<file path="config.mk">
export PLATFORM = sky130hd
export DESIGN_NAME = calc_seq_ctrl
export DESIGN_NICKNAME = d
export VERILOG_FILES = /design/src/rtl/calc_seq_ctrl.sv
export SDC_FILE = /design/constraint.sdc
export NUM_CORES = 1
export LEC_CHECK = 0
export ABC_AREA = 1
export BUFFER_PORTS_ARGS = -buffer_cell sky130_fd_sc_hd__buf_2
export CORE_MARGIN = 8
export CORE_UTILIZATION = 30
export CTS_CLUSTER_DIAMETER = 120
export DETAILED_ROUTE_END_ITERATION = 12
export GPL_TIMING_DRIVEN = 0
export PLACE_DENSITY = 0.53
export SLEW_MARGIN = 10
export SYNTH_ARGS = -nofsm -noshare
export SYNTH_HDL_FRONTEND = slang
export SYNTH_SLANG_ARGS = --single-unit
</file>
<file path="constraint.sdc">
create_clock -name clk -period 1.8 [get_ports clk]
set_input_delay 0 -clock clk [delete_from_list [all_inputs] [get_ports clk]]
set_output_delay 0 -clock clk [all_outputs]
set_load 0.01 [all_outputs]
</file>
<file path="src/rtl/calc_seq_ctrl.sv">
// Calculator operation sequencer: A -> OP -> B -> EXEC -> SHOW/ERR on Enter edges,
// with Clear from any state and a bounded wait for the ALU.
module calc_seq_ctrl #(
    parameter int unsigned W       = 8,
    parameter int unsigned TIMEOUT = 255
) (
    input  logic         clk,
    input  logic         rst,
    input  logic         btn_enter,
    input  logic         btn_clr,
    input  logic [W-1:0] sw_data,
    input  logic [1:0]   sw_op,
    output logic [W-1:0] alu_a,
    output logic [W-1:0] alu_b,
    output logic [1:0]   alu_op,
    output logic         alu_start,
    input  logic         alu_done,
    input  logic         alu_err,
    input  logic [W-1:0] alu_res,
    output logic [W-1:0] disp_val,
    output logic [2:0]   state_o,
    output logic         err
);
    localparam int unsigned CW = $clog2(TIMEOUT);
    localparam logic [CW-1:0] CNT_LAST = CW'(TIMEOUT - 1);

    typedef enum logic [2:0] {
        S_A    = 3'd0,
        S_OP   = 3'd1,
        S_B    = 3'd2,
        S_EXEC = 3'd3,
        S_SHOW = 3'd4,
        S_ERR  = 3'd5
    } state_t;

    state_t        state, state_nxt;
    logic          btn_prev, clr_prev;
    logic          enter_pulse, clr_pulse;
    logic [CW-1:0] cnt;
    logic [W-1:0]  res_q;
    logic          div_zero, cnt_expired;
    logic          ld_a, ld_op, ld_b, ld_res, start_nxt;
    logic [W-1:0]  disp_nxt;

    assign enter_pulse = btn_enter & ~btn_prev;
    assign clr_pulse   = btn_clr & ~clr_prev;
    assign div_zero    = (alu_op == 2'b11) && (sw_data == '0);
    assign cnt_expired = (cnt == CNT_LAST);
    assign state_o     = state;

    always_ff @(posedge clk) begin
        if (rst) state <= S_A;
        else     state <= state_nxt;
    end

    always_comb begin
        state_nxt = state;
        if (clr_pulse) begin
            state_nxt = S_A;
        end else begin
            case (state)
                S_A:    if (enter_pulse) state_nxt = S_OP;
                S_OP:   if (enter_pulse) state_nxt = S_B;
                S_B:    if (enter_pulse) state_nxt = div_zero ? S_ERR : S_EXEC;
                // A done arriving in the expiry cycle takes priority over the timeout.
                S_EXEC: begin
                    if (alu_done)         state_nxt = alu_err ? S_ERR : S_SHOW;
                    else if (cnt_expired) state_nxt = S_ERR;
                end
                S_SHOW: if (enter_pulse) state_nxt = S_A;
                S_ERR:  if (enter_pulse) state_nxt = S_A;
                default: state_nxt = S_A;
            endcase
        end
    end

    always_comb begin
        ld_a      = 1'b0;
        ld_op     = 1'b0;
        ld_b      = 1'b0;
        ld_res    = 1'b0;
        start_nxt = 1'b0;
        disp_nxt  = '0;
        if (!clr_pulse) begin
            ld_a      = (state == S_A)  && enter_pulse;
            ld_op     = (state == S_OP) && enter_pulse;
            ld_b      = (state == S_B)  && enter_pulse;
            start_nxt = (state == S_B)  && enter_pulse && !div_zero;
            ld_res    = (state == S_EXEC) && alu_done && !alu_err;
        end
        case (state)
            S_A, S_B: disp_nxt = sw_data;
            S_OP:     disp_nxt[1:0] = sw_op;
            S_EXEC:   disp_nxt = alu_a;
            S_SHOW:   disp_nxt = res_q;
            S_ERR:    disp_nxt = '1;
            default:  disp_nxt = '0;
        endcase
    end

    always_ff @(posedge clk) begin
        if (rst) begin
            btn_prev  <= 1'b1;
            clr_prev  <= 1'b1;
            alu_a     <= '0;
            alu_b     <= '0;
            alu_op    <= '0;
            res_q     <= '0;
            disp_val  <= '0;
            alu_start <= 1'b0;
            err       <= 1'b0;
            cnt       <= '0;
        end else begin
            btn_prev  <= btn_enter;
            clr_prev  <= btn_clr;
            alu_start <= start_nxt;
            disp_val  <= disp_nxt;
            err       <= (state_nxt == S_ERR);
            cnt       <= (state == S_EXEC) ? cnt + CW'(1) : '0;
            if (clr_pulse) begin
                alu_a  <= '0;
                alu_b  <= '0;
                alu_op <= '0;
                res_q  <= '0;
            end else begin
                if (ld_a)   alu_a  <= sw_data;
                if (ld_op)  alu_op <= sw_op;
                if (ld_b)   alu_b  <= sw_data;
                if (ld_res) res_q  <= alu_res;
            end
        end
    end

endmodule

</file>
; ---- Word level (Yosys, flattened, before mapping)
; Cells that the tools add are included.
[totals]
register_bits = 49
mem_bits_rw = 0
rom_bits = 0
latchBits = 0
n_memories = 0
[op_classes]
div = 0
eq_ne = 8
bitwise_logic = 5
order_cmp = 0
shift = 0
mul = 0
add_sub_neg = 1
n_reduce_logical = 15
n_mux = 16
[ops]
columns = op, n
row1 = 3-bit two-way mux, 8
row2 = 6-bit one-hot mux with 4 select lines, 1
row3 = 3-bit one-hot mux with 5 select lines, 1
row4 = 2-bit one-hot mux with 5 select lines, 1
row5 = 3-bit == test (second input constant), 3
row6 = 8-bit by 1-bit adder with 8-bit output (second input constant), 1
row7 = 8-bit == test (second input constant), 1
row8 = 8-bit zero test, 1
row9 = 2-bit OR reduction, 4
row10 = 1-bit logical AND, 7
row11 = 3-bit by 2-bit == test with 1-bit output (second input constant), 2
row12 = 1-bit two-way mux, 5
row13 = 3-bit by 1-bit == test with 1-bit output (second input constant), 1
row14 = 3-bit zero test, 1
row15 = 1-bit NOT, 3
row16 = 1-bit bitwise AND, 2
row17 = 2-bit == test (second input constant), 1
row18 = 1-bit zero test, 2

; ---- Logic depth before layout (Yosys ltp)
[depth]
ltp_word = 7
mapped_depth = 10
ltp_nobuf = 10

; ---- Least setup slack after synthesis
; Ideal clock, no wire load.
[synth_timing]
kind = register -> register
start = reg state[2], in the netlist state_o[2]
end = reg alu_b[0]
synth_period_minus_slack_ps = 1204
path_buffers = 0
stages_incl_launch_ff = 9
arrival_ps = 1088
setup_slack_ps = 596
path_cell_list = dfxtp_1 nor2_2 nand2_1 nor2_2 nand2_1 inv_1 nand2_1 o211ai_1 inv_1
[synth_between]
elab_chain_len = 3
[synth_lines]
columns = item, line_no
row1 = "start, declared", 36  ; state_t state, state_nxt;
row2 = "start signal, assigned", 53  ; else state <= state_nxt;
row3 = 3-bit by 2-bit == test with 1-bit output, 87  ; ld_b = (state == S_B) && enter_pulse;
row4 = 1-bit logical AND, 87
row5 = 1-bit two-way mux, 84  ; if (!clr_pulse) begin
row6 = "end signal, assigned", 128  ; if (ld_b) alu_b <= sw_data;
row7 = "end, declared", 14  ; output logic [W-1:0] alu_b,
; No other way between the ends.
; A chain may end at the register's enable or synchronous reset.

; ---- Worst setup path after layout
[layout_timing]
start = in btn_enter
end = reg alu_b[7]
[layout_between]
elab_chain_len = 3
[layout_lines]
columns = item, line_no
row1 = "start, declared", 9  ; input logic btn_enter,
row2 = 1-bit bitwise AND, 45  ; assign enter_pulse = btn_enter & ~btn_prev;
row3 = 1-bit logical AND, 87
row4 = 1-bit two-way mux, 84
; No other way between the ends.

==> metrics.md <==
| Metric | Value |
|---|---|
| Clock slew at reported path FFs | `around 0.10 ns` |
| Hold Path Class | `in2reg` |
| Die area | `roughly 9600 um2` |
| FF-to-FF Start | `state_o[2]` |
| Skew-Pair Late Insertion Delay | `0.31 ns` |
| DP Wirelength | `between 4 and 5 mm` |
| Crit-path cells | `dlygate4sd3_1 > buf_2 > inv_1 > nor2_2 > inv_1 > nor2_2 > nand2_1 > inv_1 > nand2_1 > o211ai_1 > inv_1` |
| Setup slack at placement | `between 0.4 and 0.5 ns` |
| Layout net count | `around 380` |
| Initial Utilization | `between 30% and 40%` |
| Int Pwr | `between 0.0015 and 0.002 W` |
| Slack of the critical path | `roughly 0.37 ns` |
| Die Ht | `slightly below 100 um` |
| CP most frequent cell | `inv_1` |
| Top Ports | `55` |
| Hold Fails Final Rpt | `0` |
| Min-delay src | `rst` |
| Worst Path Max Fanout | `5` |
| Clock Tree Root | `clkbuf_8` |
| DRC errors left | `0` |
| CTS tree | `done` |
| Vias in the first global route | `between 2k and 2.5k` |
| Top post-synthesis cells by count | `nor2_1 (52), dfxtp_1 (49), nand2_1 (48), o21ai_0 (31), inv_1 (29)` |
| Total core area | `about 6600 um2` |
| Worst Path Arrival | `between 1.5 and 2 ns` |
| Max incr delay on CP | `approximately 0.52 ns` |
| Via count | `slightly below 2k` |
| Largest net degree at the start of global routing | `17` |
| Share of power burned in registers | `53.0%` |
| MaxCap Viol Count | `0` |
| Post-synthesis sequential area ratio | `approximately half` |
| WP data required | `2.00 ns` |
| Antenna cells | `0` |
| Storage cell area | `between 900 and 1000 um2` |
| Final instance area | `roughly 2700 um2` |
| Max rail drop VDD | `0.360 mV` |
| Clock power frac | `a little under two fifths` |
| Count leader, synth | `nor2_1` |
| Leakage Power | `1.25 nW` |
| Total number of H-tree levels | `2` |
| Cts bufs inserted | `5` |
| Switching Share | `a little under a quarter` |
| Crit Path Class | `in2reg` |
| Slowest cell on crit path | `dlygate4sd3_1` |
| Routed WL per cell | `about 13 um` |
| Type of destination of the critical path | `flop` |
| Synth Register Bits | `49` |
| Shortest period the worst path allows | `between 1 and 1.5 ns` |
| Max Freq | `around 0.7 GHz` |
| Cell variety after synth | `27` |
| Grt ovf | `0` |
| DRT iter0 DRCs | `94` |
| Slew HR | `approximately 74%` |
| Overall die width | `~98 um` |
| Final Slew Violations | `0` |
| Cells after Synth | `between 200 and 300` |
| Final Core Density | `a little over 40%` |
| Final WL | `around 5.7 mm` |
| Final Non-Filler Cells | `431` |
| Pwr/cell area | `between 700 and 800 nW/um2` |
| Setup repair bufs after CTS | `0` |
| Setup TNS | `0 ns` |
| Global-route wire length before repair | `9.67 mm` |
| Met1 Use GR | `14.7%` |
| Syn_area_per_cell | `7.47 um2` |
| RSZ-0062 raised after global routing | `no` |
| Vias/cell | `4.60` |
| Syn Std Cell Area | `2020 um2` |
| Fillers | `697` |
| Share of the synthesized area in the top cell type | `~49%` |
| Post-synth ARST share | `0%` |
| Yosys top cell by area | `dfxtp_1` |
| M2 GR Usage | `about a fifth` |
| Post-DRT Antenna Nets | `0` |
| Share of layout cells above drive strength 1 | `between 20% and 30%` |
| Comb pwr share | `9.1%` |
| Multi-input gate area | `between 800 and 900 um2` |
| Clock Skew | `0.0103 ns` |
| Post-DP Area | `between 2000 and 2500 um2` |
| Post-synth EDFFs | `0` |
| Met3 Use GR | `under 10%` |
| 1st-pass router iterations | `4` |
| Initial antenna violation count | `0` |
| Switching power | `around 0.00050 W` |
| CP startpoint kind | `primary input` |
| Ratio of final minimum period to clock period | `between 70% and 80%` |
| Final setup fails | `0` |
| Crit path launch | `btn_enter` |
| Clk sinks | `49` |
| Synth top area cells | `dfxtp_1 (49%), nor2_1 (9.7%), nand2_1 (8.9%), o21ai_0 (7.7%), inv_1 (5.4%)` |
| Overall Global Routing Usage | `12.3%` |
| Synthesis Warnings | `0` |
| Gpl congestion | `~0.83` |
| Placed Cells | `403` |
| Top FF cell, synth | `dfxtp_1` |
| CTS Buffer Depth | `2` |
| Slew @ Worst Pin | `around 0.39 ns` |
| Row count | `30` |
| Layout area overhead | `33.7%` |
| Syn Nets | `~300` |
| IO buf count | `53` |
| Busiest layer in global routing | `met2` |
| Run status | `finished clean` |
==> metrics by stage <==
stage               hold WS, ns  total power, W
floorplan                 0.107         0.00122
global placement          0.200         0.00130
detailed placement        0.204         0.00130
CTS                      0.0138         0.00214
global route             0.0140         0.00219
finish                   0.0155         0.00211
==> path summary, 6_finish.rpt <==
kind | cells past startpoint | slack, ns | endpoint
worst max register to register | 8 | 0.39 | alu_b[7]
worst min register to register | 1 | 0.47 | cnt[0]
worst min-delay path | 2 | 0.02 | disp_val[4]
worst max-delay path | 11 | 0.37 | alu_b[7]
==> cells by family (layout without fill, tap and decap cells) <==
kind of cell               Yosys count  count (layout)  share of synthesized area (%)
AOI/OAI and AO/OA                   55              55                           15.1
adders and majority gates            2               2                           1.24
DFF                                 49              49                           48.6
xor gates and xnor gates             4               4                           1.74
and+or+nand+nor                    120             120                           25.0
buffers and inverters               40             121                           8.31
==> power by group through the flow <==
stage | sequential [W] | combinational, W | clock, W
after floorplan | 0.00115 | 0.0000719 | 0
after global placement | 0.00114 | 0.000159 | 0
after detailed placement | 0.00114 | 0.000160 | 0
after CTS | 0.00112 | 0.000194 | 0.000827
after global routing | 0.00112 | 0.000215 | 0.000854
final | 0.00112 | 0.000192 | 0.000798
==> placed cells by master, fill, tap and decap left out, drive strengths merged, types with 2 or more instances in the layout <==
| cell | synthesis | final |
|---|---|---|
| a21oi | 8 | 8 |
| a31oi | 9 | 9 |
| buf | 7 | 60 |
| clkbuf | 1 | 6 |
| dfxtp | 49 | 49 |
| dlygate4sd3 | 0 | 20 |
| ha | 2 | 2 |
| inv | 32 | 32 |
| nand2 | 48 | 48 |
| nand3 | 8 | 8 |
| nand4 | 3 | 3 |
| nor2 | 57 | 57 |
| nor3 | 2 | 2 |
| o211ai | 5 | 5 |
| o21ai | 31 | 31 |
| xor2 | 3 | 3 |
==> registers in the layout, indices dropped and copies added (netlist names) <==
register,cells
alu_a,8
res_q,8
state_o,3
btn_prev,1
err,1
cnt,8
disp_val,8
clr_prev,1
alu_b,8
alu_start,1
alu_op,2
==> metal layers <==
layer / share of wire, % / up-vias
li1: - / 1028
met1: 47 / 893
met2: 45 / 51
met3: 6.5 / 12
met4: 1.6 / 0
met5: 0 / -
==> layout make-up <==
class / count / share of cell area (%)
clock buffers: 5 / 2.55
clock inverters: 3 / 1.72
plain buffers: 8 / 1.76
repair buffers: 73 / 17.2
flip-flops and latches: 49 / 36.3
inverters: 32 / 4.45
well taps: 80 / 3.71
multi-input cells: 181 / 32.2
==> worst max-delay path: cells and delay by family <==
| family | cells | cell delay [ns] |
|---|---|---|
| buffers and inverters | 6 | 1.02 |
| AND/OR/NAND/NOR | 4 | 0.52 |
| AO/OA/AOI/OAI | 1 | 0.08 |
==> timing repair <==
item,4_1_cts,5_1_grt
hold endpoints to repair,25,0
resized for setup,0,0
hold buffers,20,0
No activity file was read; power rests on OpenSTA's default activity.
